===== src/rtl/frame_dump_unit.sv =====
// -----------------------------------------------------------------------------
// frame_dump_unit
//   Streams a block of memory words out as a sequence of UART-sized bytes.
//   On i_start (IDLE only) the unit latches base address, word count, byte
//   order and separator enable. It then reads each word, splits it into
//   DATA_SIZE/UART_DATA_SIZE bytes and optionally appends SYN_BYTE after each
//   word. Each byte is presented with o_valid high for VALID_HOLD cycles, and
//   the unit then waits for i_ready before moving on.
//
// Ports
//   i_clock      : clock, rising edge
//   i_reset_n    : synchronous active-low reset
//   i_start      : start-frame request (IDLE only)
//   i_abort      : abort the active frame, back to IDLE with no o_done
//   i_base_addr  : first word address (latched at start)
//   i_length     : number of words (latched at start)
//   i_msb_first  : 1 = most-significant byte first (latched at start)
//   i_syn_en     : 1 = append SYN_BYTE after each word (latched at start)
//   i_ready      : UART transmitter ready
//   i_mem_data   : memory read data, valid one cycle after o_addr changes
//   o_addr       : registered memory read address
//   o_data       : registered byte to transmit
//   o_valid      : byte-valid strobe
//   o_busy       : high whenever the FSM is not in IDLE
//   o_done       : one-cycle pulse on normal frame completion
// -----------------------------------------------------------------------------
module frame_dump_unit #(
  parameter int unsigned               ADDR_SIZE      = 12,
  parameter int unsigned               DATA_SIZE      = 16,
  parameter int unsigned               UART_DATA_SIZE = 8,
  parameter logic [UART_DATA_SIZE-1:0] SYN_BYTE       = 8'hFF,
  parameter int unsigned               VALID_HOLD     = 4
) (
  input  logic                      i_clock,
  input  logic                      i_reset_n,
  input  logic                      i_start,
  input  logic                      i_abort,
  input  logic [ADDR_SIZE-1:0]      i_base_addr,
  input  logic [ADDR_SIZE:0]        i_length,
  input  logic                      i_msb_first,
  input  logic                      i_syn_en,
  input  logic                      i_ready,
  input  logic [DATA_SIZE-1:0]      i_mem_data,
  output logic [ADDR_SIZE-1:0]      o_addr,
  output logic [UART_DATA_SIZE-1:0] o_data,
  output logic                      o_valid,
  output logic                      o_busy,
  output logic                      o_done
);

  localparam int unsigned NBYTES = DATA_SIZE / UART_DATA_SIZE;
  localparam int unsigned BW     = (NBYTES > 1) ? $clog2(NBYTES) : 1;
  localparam int unsigned HOLD   = (VALID_HOLD > 0) ? VALID_HOLD : 1;
  localparam int unsigned HW     = (HOLD > 1) ? $clog2(HOLD) : 1;
  localparam int unsigned LW     = ADDR_SIZE + 1;

  typedef enum logic [2:0] {
    IDLE     = 3'd0,
    WAIT_MEM = 3'd1,
    LOAD     = 3'd2,
    VALID    = 3'd3,
    SEND     = 3'd4,
    DONE     = 3'd5
  } state_e;

  state_e                    state_q, state_d;
  logic [ADDR_SIZE-1:0]      addr_q, addr_d;
  logic [UART_DATA_SIZE-1:0] data_q, data_d;
  logic                      valid_q, valid_d;
  logic                      busy_q, busy_d;
  logic                      done_q, done_d;
  logic [DATA_SIZE-1:0]      word_q, word_d;
  logic [BW-1:0]             byte_idx_q, byte_idx_d;
  logic [HW-1:0]             hold_q, hold_d;
  logic [LW-1:0]             wcnt_q, wcnt_d;
  logic [LW-1:0]             len_q, len_d;
  logic                      msb_q, msb_d;
  logic                      syn_q, syn_d;
  logic                      syn_sent_q, syn_sent_d;

  // Select the idx-th transmitted byte of a word for the given byte order.
  function automatic logic [UART_DATA_SIZE-1:0] pick_byte(
    input logic [DATA_SIZE-1:0] w,
    input logic [BW-1:0]        idx,
    input logic                 msb
  );
    logic [BW-1:0]             pos;
    logic [UART_DATA_SIZE-1:0] b;
    pos = msb ? (BW'(NBYTES - 1) - idx) : idx;
    b   = '0;
    for (int unsigned i = 0; i < NBYTES; i++) begin
      if (pos == BW'(i)) begin
        b = w[i*UART_DATA_SIZE +: UART_DATA_SIZE];
      end
    end
    return b;
  endfunction

  // State and datapath registers.
  always_ff @(posedge i_clock) begin
    if (!i_reset_n) begin
      state_q    <= IDLE;
      addr_q     <= '0;
      data_q     <= '0;
      valid_q    <= 1'b0;
      busy_q     <= 1'b0;
      done_q     <= 1'b0;
      word_q     <= '0;
      byte_idx_q <= '0;
      hold_q     <= '0;
      wcnt_q     <= '0;
      len_q      <= '0;
      msb_q      <= 1'b0;
      syn_q      <= 1'b0;
      syn_sent_q <= 1'b0;
    end else begin
      state_q    <= state_d;
      addr_q     <= addr_d;
      data_q     <= data_d;
      valid_q    <= valid_d;
      busy_q     <= busy_d;
      done_q     <= done_d;
      word_q     <= word_d;
      byte_idx_q <= byte_idx_d;
      hold_q     <= hold_d;
      wcnt_q     <= wcnt_d;
      len_q      <= len_d;
      msb_q      <= msb_d;
      syn_q      <= syn_d;
      syn_sent_q <= syn_sent_d;
    end
  end

  // Next-state and next-output logic. Strobes default low; they are set
  // on the transition into the state that owns them so they line up with it.
  always_comb begin
    state_d    = state_q;
    addr_d     = addr_q;
    data_d     = data_q;
    valid_d    = 1'b0;
    done_d     = 1'b0;
    word_d     = word_q;
    byte_idx_d = byte_idx_q;
    hold_d     = hold_q;
    wcnt_d     = wcnt_q;
    len_d      = len_q;
    msb_d      = msb_q;
    syn_d      = syn_q;
    syn_sent_d = syn_sent_q;

    if ((state_q != IDLE) && i_abort) begin
      // Abort wins over every transition, including the DONE exit.
      state_d = IDLE;
    end else begin
      case (state_q)
        IDLE: begin
          if (i_start) begin
            len_d  = i_length;
            msb_d  = i_msb_first;
            syn_d  = i_syn_en;
            addr_d = i_base_addr;
            wcnt_d = '0;
            if (i_length == '0) begin
              state_d = DONE;
              done_d  = 1'b1;
            end else begin
              state_d = WAIT_MEM;
            end
          end
        end

        // Memory data for the new address becomes valid during LOAD.
        WAIT_MEM: state_d = LOAD;

        LOAD: begin
          word_d     = i_mem_data;
          data_d     = pick_byte(i_mem_data, '0, msb_q);
          byte_idx_d = '0;
          syn_sent_d = 1'b0;
          hold_d     = '0;
          valid_d    = 1'b1;
          state_d    = VALID;
        end

        VALID: begin
          if (hold_q == HW'(HOLD - 1)) begin
            state_d = SEND;
          end else begin
            hold_d  = hold_q + HW'(1);
            valid_d = 1'b1;
          end
        end

        SEND: begin
          if (i_ready) begin
            if (byte_idx_q != BW'(NBYTES - 1)) begin
              byte_idx_d = byte_idx_q + BW'(1);
              data_d     = pick_byte(word_q, byte_idx_q + BW'(1), msb_q);
              hold_d     = '0;
              valid_d    = 1'b1;
              state_d    = VALID;
            end else if (syn_q && !syn_sent_q) begin
              data_d     = SYN_BYTE;
              syn_sent_d = 1'b1;
              hold_d     = '0;
              valid_d    = 1'b1;
              state_d    = VALID;
            end else if ((wcnt_q + LW'(1)) == len_q) begin
              done_d  = 1'b1;
              state_d = DONE;
            end else begin
              // Address wraps naturally at 2^ADDR_SIZE.
              wcnt_d  = wcnt_q + LW'(1);
              addr_d  = addr_q + ADDR_SIZE'(1);
              state_d = WAIT_MEM;
            end
          end
        end

        DONE: state_d = IDLE;

        default: state_d = IDLE;
      endcase
    end

    busy_d = (state_d != IDLE);
  end

  assign o_addr  = addr_q;
  assign o_data  = data_q;
  assign o_valid = valid_q;
  assign o_busy  = busy_q;
  assign o_done  = done_q;

endmodule


===== config.mk =====
export PLATFORM = sky130hd
export DESIGN_NAME = frame_dump_unit
export DESIGN_NICKNAME = d
export VERILOG_FILES = /design/src/rtl/frame_dump_unit.sv
export SDC_FILE = /design/constraint.sdc
export NUM_CORES = 1
export LEC_CHECK = 0
export CAP_MARGIN = 30
export CORE_MARGIN = 5
export CORE_UTILIZATION = 54
export CTS_CLUSTER_SIZE = 30
export DETAILED_ROUTE_END_ITERATION = 10
export HOLD_SLACK_MARGIN = 0.1
export PLACE_DENSITY_LB_ADDON = 0.12
export SETUP_SLACK_MARGIN = 0.15
export SYNTH_ARGS = -nofsm -noshare
export SYNTH_HDL_FRONTEND = slang
export SYNTH_SLANG_ARGS = --single-unit

===== constraint.sdc =====
create_clock -name i_clock -period 3.33 [get_ports i_clock]
set_input_delay 0.333 -clock i_clock [delete_from_list [all_inputs] [get_ports i_clock]]
set_output_delay 0.333 -clock i_clock [all_outputs]
set_load 0.03 [all_outputs]

Word level (Yosys, flattened, before mapping):

Index checks and enable logic that the tools add are counted.

* add/sub/neg operators: 5
* equality and inequality tests: 14
* muxes and demuxes: 53
* bitwise operators: 2
* reduce and logical (&&, ||, !) cells: 18

Operators with widths (number)
* two-way mux 13 bit: 5
* two-way mux 12 bit: 5
* two-way mux 8 bit: 5
* case mux 13 bit (2 select lines): 1
* two-way mux 3 bit: 8
* case mux 12 bit (2 select lines): 1
* two-way mux 1 bit: 17
* case mux 8 bit (2 select lines): 1
* case mux 3 bit (5 select lines): 1
* inequality test 2 bit (second input constant): 7
* adder 13 x 1 -> 13 bit (second input constant): 1
* equality test 13 bit: 1
* zero test 13 bit: 1
* adder 12 x 1 -> 12 bit (second input constant): 1
* AND reduction 5 bit: 2
* nonzero test 3 bit: 3
* two-way mux 2 bit: 4
* AND reduction 7 bit: 1
* equality test 3 x 2 -> 1 bit (second input constant): 2
* case mux 1 bit (2 select lines): 3
* case mux 2 bit (3 select lines): 1
* AND reduction 3 bit: 2
* AND reduction 4 bit: 1
* nonzero test 2 bit: 2
* other kinds (14): 16

* register bits: 74
* bits of input ports: 48
* output and inout port bits: 23

Depth between registers and ports, before layout:

* word-level depth: 9
* mapped depth: 11
* gate-level depth less buffers: 8

Worst setup path after synthesis:

OpenSTA, ideal clock, no wires.

* path kind: reg-to-reg
* from: register wcnt_q[0]
* to: register addr_q[10], in the netlist o_addr[10]
* setup time: 120 ps
* data arrival time: 2540 ps
* required time: 3210 ps
* setup slack: 670 ps
* cell stages (with the launch flop): 11
* period minus slack after synthesis: 2660 ps
* cells stage by stage: dfxtp_1 -> ha_1 -> buf_2 -> nand3b_1 -> a221oi_1 -> o22ai_1 -> a2111o_1 -> nor4_2 -> buf_4 -> nor3_1 -> o31a_1

* cells in the longest elaborated chain, start to end: 4

RTL lines
* start, declared: line 75 `logic [LW-1:0] wcnt_q, wcnt_d;`
* start signal, assigned: line 126 `wcnt_q <= wcnt_d;`
* adder 13 x 1 -> 13 bit: line 208 `end else if ((wcnt_q + LW'(1)) == len_q) begin`
* equality test 13 bit: line 208
* inequality test 2 bit (no line)
* AND reduction 7 bit (no line)
* end signal, assigned: line 118 `addr_q <= addr_d;`
* end, declared: line 67 `logic [ADDR_SIZE-1:0] addr_q, addr_d;`

Every way passes these cells.
A chain may end at the register's enable or synchronous reset.

Worst setup path after layout:

Ends and elaborated chain as after synthesis.

==> results_dict.tcl <==
set metrics [dict create \
    final_cell_mix "nand2_1, dfxtp_1, clkdlybuf4s50_1" \
    synth_nets 608 \
    synth_ff_type "dfxtp_1" \
    cts_tree "built" \
    synth-simple-area-share_pct 30.47 \
    place_congestion 0.9494 \
    dp_cells 695 \
    clkTransAtPathRegs_ns 0.08 \
    grt-ovfl-total 0 \
    r2r_setup_slack_ns 0.34 \
    hp-start "word_q[13]$_SDFFE_PN0P_" \
    rows 32 \
    fillers 698 \
    dpl.hpwl_mm 8.307 \
    io_buffers 70 \
    synth_top_area_share_pct 34.79 \
    cts-root-buf "clkbuf_8" \
    ir_drop_v 0.0003288 \
    worstPathArrival_ns 3.24 \
    antennaDiodeCount 0 \
    final_common_cell "nand2_1" \
    cp.required_ns 3.58 \
    die_h_microns 98.80 \
    wl_per_cell_microns 17.04 \
    synth_edf_count 0 \
    holdCritPathClass "register to register" \
    max_slew_margin_pct 43.89 \
    cts_buffers 9 \
    end_kind "register" \
    ys_ff_latch 74 \
    grt_pass1_vias 4100 \
    die_w_microns 98.80 \
    hold_buffers 0 \
    muxShareOfSynthArea_pct 2.351 \
    crit_buf_inv 2 \
    synth_xor_xnor_area_share_pct 3.262 \
    cp-start-kind "register" \
    drt-initial-drc-count 240 \
    status "finished clean" \
    cts_buffer_depth 2 \
    p_total_w 0.002242 \
    yosysWarnings 0 \
    start_util_pct 55.39 \
    syn-cell-area_sq_um 4258 \
    setup-tns-final_ns 0 \
    period_needed_ns 2.989 \
    fp.coreArea_sq_um 7687 \
    r2r_start "wcnt_q[0]$_SDFFE_PN0P_" \
    critPathMaxFanout 35 \
    synth_cells 557 \
    p_leak_nw 1.831 \
    nets 655 \
    timing.final.crit_share_pct 89.75 \
    grt_usage_pct 24.76 \
    synth_top_family_by_area "simple AND/OR/NAND/NOR gates" \
    path_cells "ha_2 > inv_1 > nor4b_1 > o22ai_1 > a2111o_1 > nor4_4 > buf_4 > nor3_1 > o31a_1" \
    drt_wl_total_mm 12.11 \
    synth_compound_area_share_pct 22.98 \
    syn_avg_cell_area_sq_um 7.644 \
    yosys.area.top_type "dfxtp_1" \
    antenna_left 0 \
    io_pins 71 \
    syn_to_final_growth_pct 23.16 \
    drv_slew 0 \
    yosys.area_share.adder_pct 0.8816 \
    async_flop_share_pct 0 \
    die_area_sq_um 9760 \
    hold_viol_final 0 \
    synth-seq-area-share_pct 34.79 \
    fmax_mhz 334.6 \
    slowest_stage "dfxtp_1" \
    finClkSkew_ns 0.01097 \
    vias 4393 \
    grt_max_degree 36 \
    clock-sinks 74 \
    setup_viol 0 \
    synth_cell_type_count 64 \
    fin_cells 711 \
    critPathLaunch "wcnt_q[0]$_SDFFE_PN0P_" \
    rr_worst_depth 9 \
    worst_pin_slew_ns 0.8404 \
    worst_r2r_endpoint "o_addr[10]$_SDFFE_PN0P_" \
    criticalPathCategory "register to register" \
    hold_path_depth 2 \
    cap_violations 0 \
    ctsHtreeMaxLevel 3 \
    crit_family "compound AO/OA/AOI/OAI gates" \
    synth.area.top_cells "dfxtp_1, nand2_1, a21oi_1, clkbuf_1, nor2_1" \
    insertion_delay_ns 0.36 \
    first_pass_iters 4 \
    hold_path_end "word_q[13]$_SDFFE_PN0P_" \
    antenna_found_initial 0 \
    rsz0062_at_grt "no" \
    power_density_nw_per_um2 427.5 \
    drc 0 \
    viasPerCell 6.179 \
    drive_above_1_share_pct 7.718 \
    post_cts_buffers 0 \
    grt_pass1_wl_mm 20.11 \
    cpPeakStageDelay_ns 0.50 \
]
through the flow:
| step | hold WS [ns] | util, % | setup slack [ns] | instance area [sq um] |
|---|---|---|---|---|
| after global placement | 0.4385 | 64.88 | 0.3611 | 4987 |
| after global routing | 0.4696 | 68.21 | 0.2119 | 5244 |
| final | 0.4517 | 68.21 | 0.3414 | 5244 |
| after CTS | 0.4552 | 68.13 | 0.2316 | 5238 |
| after floorplan | 0.4318 | - | 0.6703 | 4258 |
| after detailed placement | 0.4438 | 64.88 | 0.2517 | 4987 |
sequential cells by signal (all words and copies together) (netlist names), 2 cells and up:
name,cells
hold_q,2
len_q,13
o_addr,12
o_data,8
state_q,3
wcnt_q,13
word_q,16
layout make-up:
cell class / count / area [sq um] / share of cell area, %
Sequential cell: 74 / 1481 / 28.25
Multi-Input combinational cell: 431 / 2567 / 48.96
Timing Repair Buffer: 83 / 798.3 / 15.22
Clock buffer: 10 / 137.6 / 2.625
Tap cell: 102 / 127.6 / 2.434
Clock inverter: 6 / 112.6 / 2.147
Inverter: 5 / 18.77 / 0.3579
worst max path at each step:
stage / slack [ns] / cells after the start / endpoint
floorplan: 0.67 / 10 / o_addr[10]$_SDFFE_PN0P_
global placement: 0.36 / 9 / o_addr[2]$_SDFFE_PN0P_
detailed placement: 0.25 / 9 / o_addr[2]$_SDFFE_PN0P_
CTS: 0.23 / 9 / o_addr[2]$_SDFFE_PN0P_
global route: 0.21 / 9 / o_addr[10]$_SDFFE_PN0P_
finish: 0.34 / 9 / o_addr[10]$_SDFFE_PN0P_
worst min-delay path: stages (launching register included):
cell and delay [ns]:
dfxtp_1 0.31, nand2_1 0.05, a21oi_1 0.05
power by group:
part | switching, W | internal [W] | leakage [nW] | total, W
Clock | 0.000363 | 0.000521 | 0.127 | 0.000884
Combinational | 0.000212 | 0.000170 | 1.10 | 0.000382
Sequential | 0.0000494 | 0.000926 | 0.602 | 0.000975
layer usage:
layer	vias up	GRT usage (%)	wire, microns
met5	-	0	0
li1	2141	-	-
met4	0	7.248	202
met2	145	40.39	5791
met3	19	4.246	639
met1	2088	33.60	5480
what timing repair did:
item                       in CTS  in global routing
setup endpoints to repair       0                 15
hold endpoints to repair        0                  0
gates resized for setup         0                  2
synthesized netlist by cell type (3+ instances only):
master	n
o22ai_1	3
nor3_1	14
xnor2_1	7
nor4b_1	3
and4_1	3
nand4_1	5
buf_2	8
a22oi_1	7
a31oi_1	14
or3_1	4
ha_1	3
clkbuf_1	34
nor2_1	33
a211oi_1	8
a32oi_1	3
or4_1	11
xor2_1	7
a2bb2oi_1	6
nor4_1	7
inv_1	5
nand3_1	19
or2_2	3
nand3b_1	4
nor2b_1	10
nand4b_1	5
nand2_1	103
o21ai_0	16
a2111oi_0	10
a21oi_1	59
dfxtp_1	74
mux2i_1	10
and3_1	9
and2_1	4
o211ai_1	8
logic make-up after synthesis:
family,Yosys count
flip-flops,74
adder cells (fa/ha/maj),3
AO/OA/AOI/OAI,151
AND/OR/NAND/NOR,252
multiplexers,10
XOR/XNOR,15
buffers and inverters,52
Note: power is estimated with default switching activity, not from simulation.
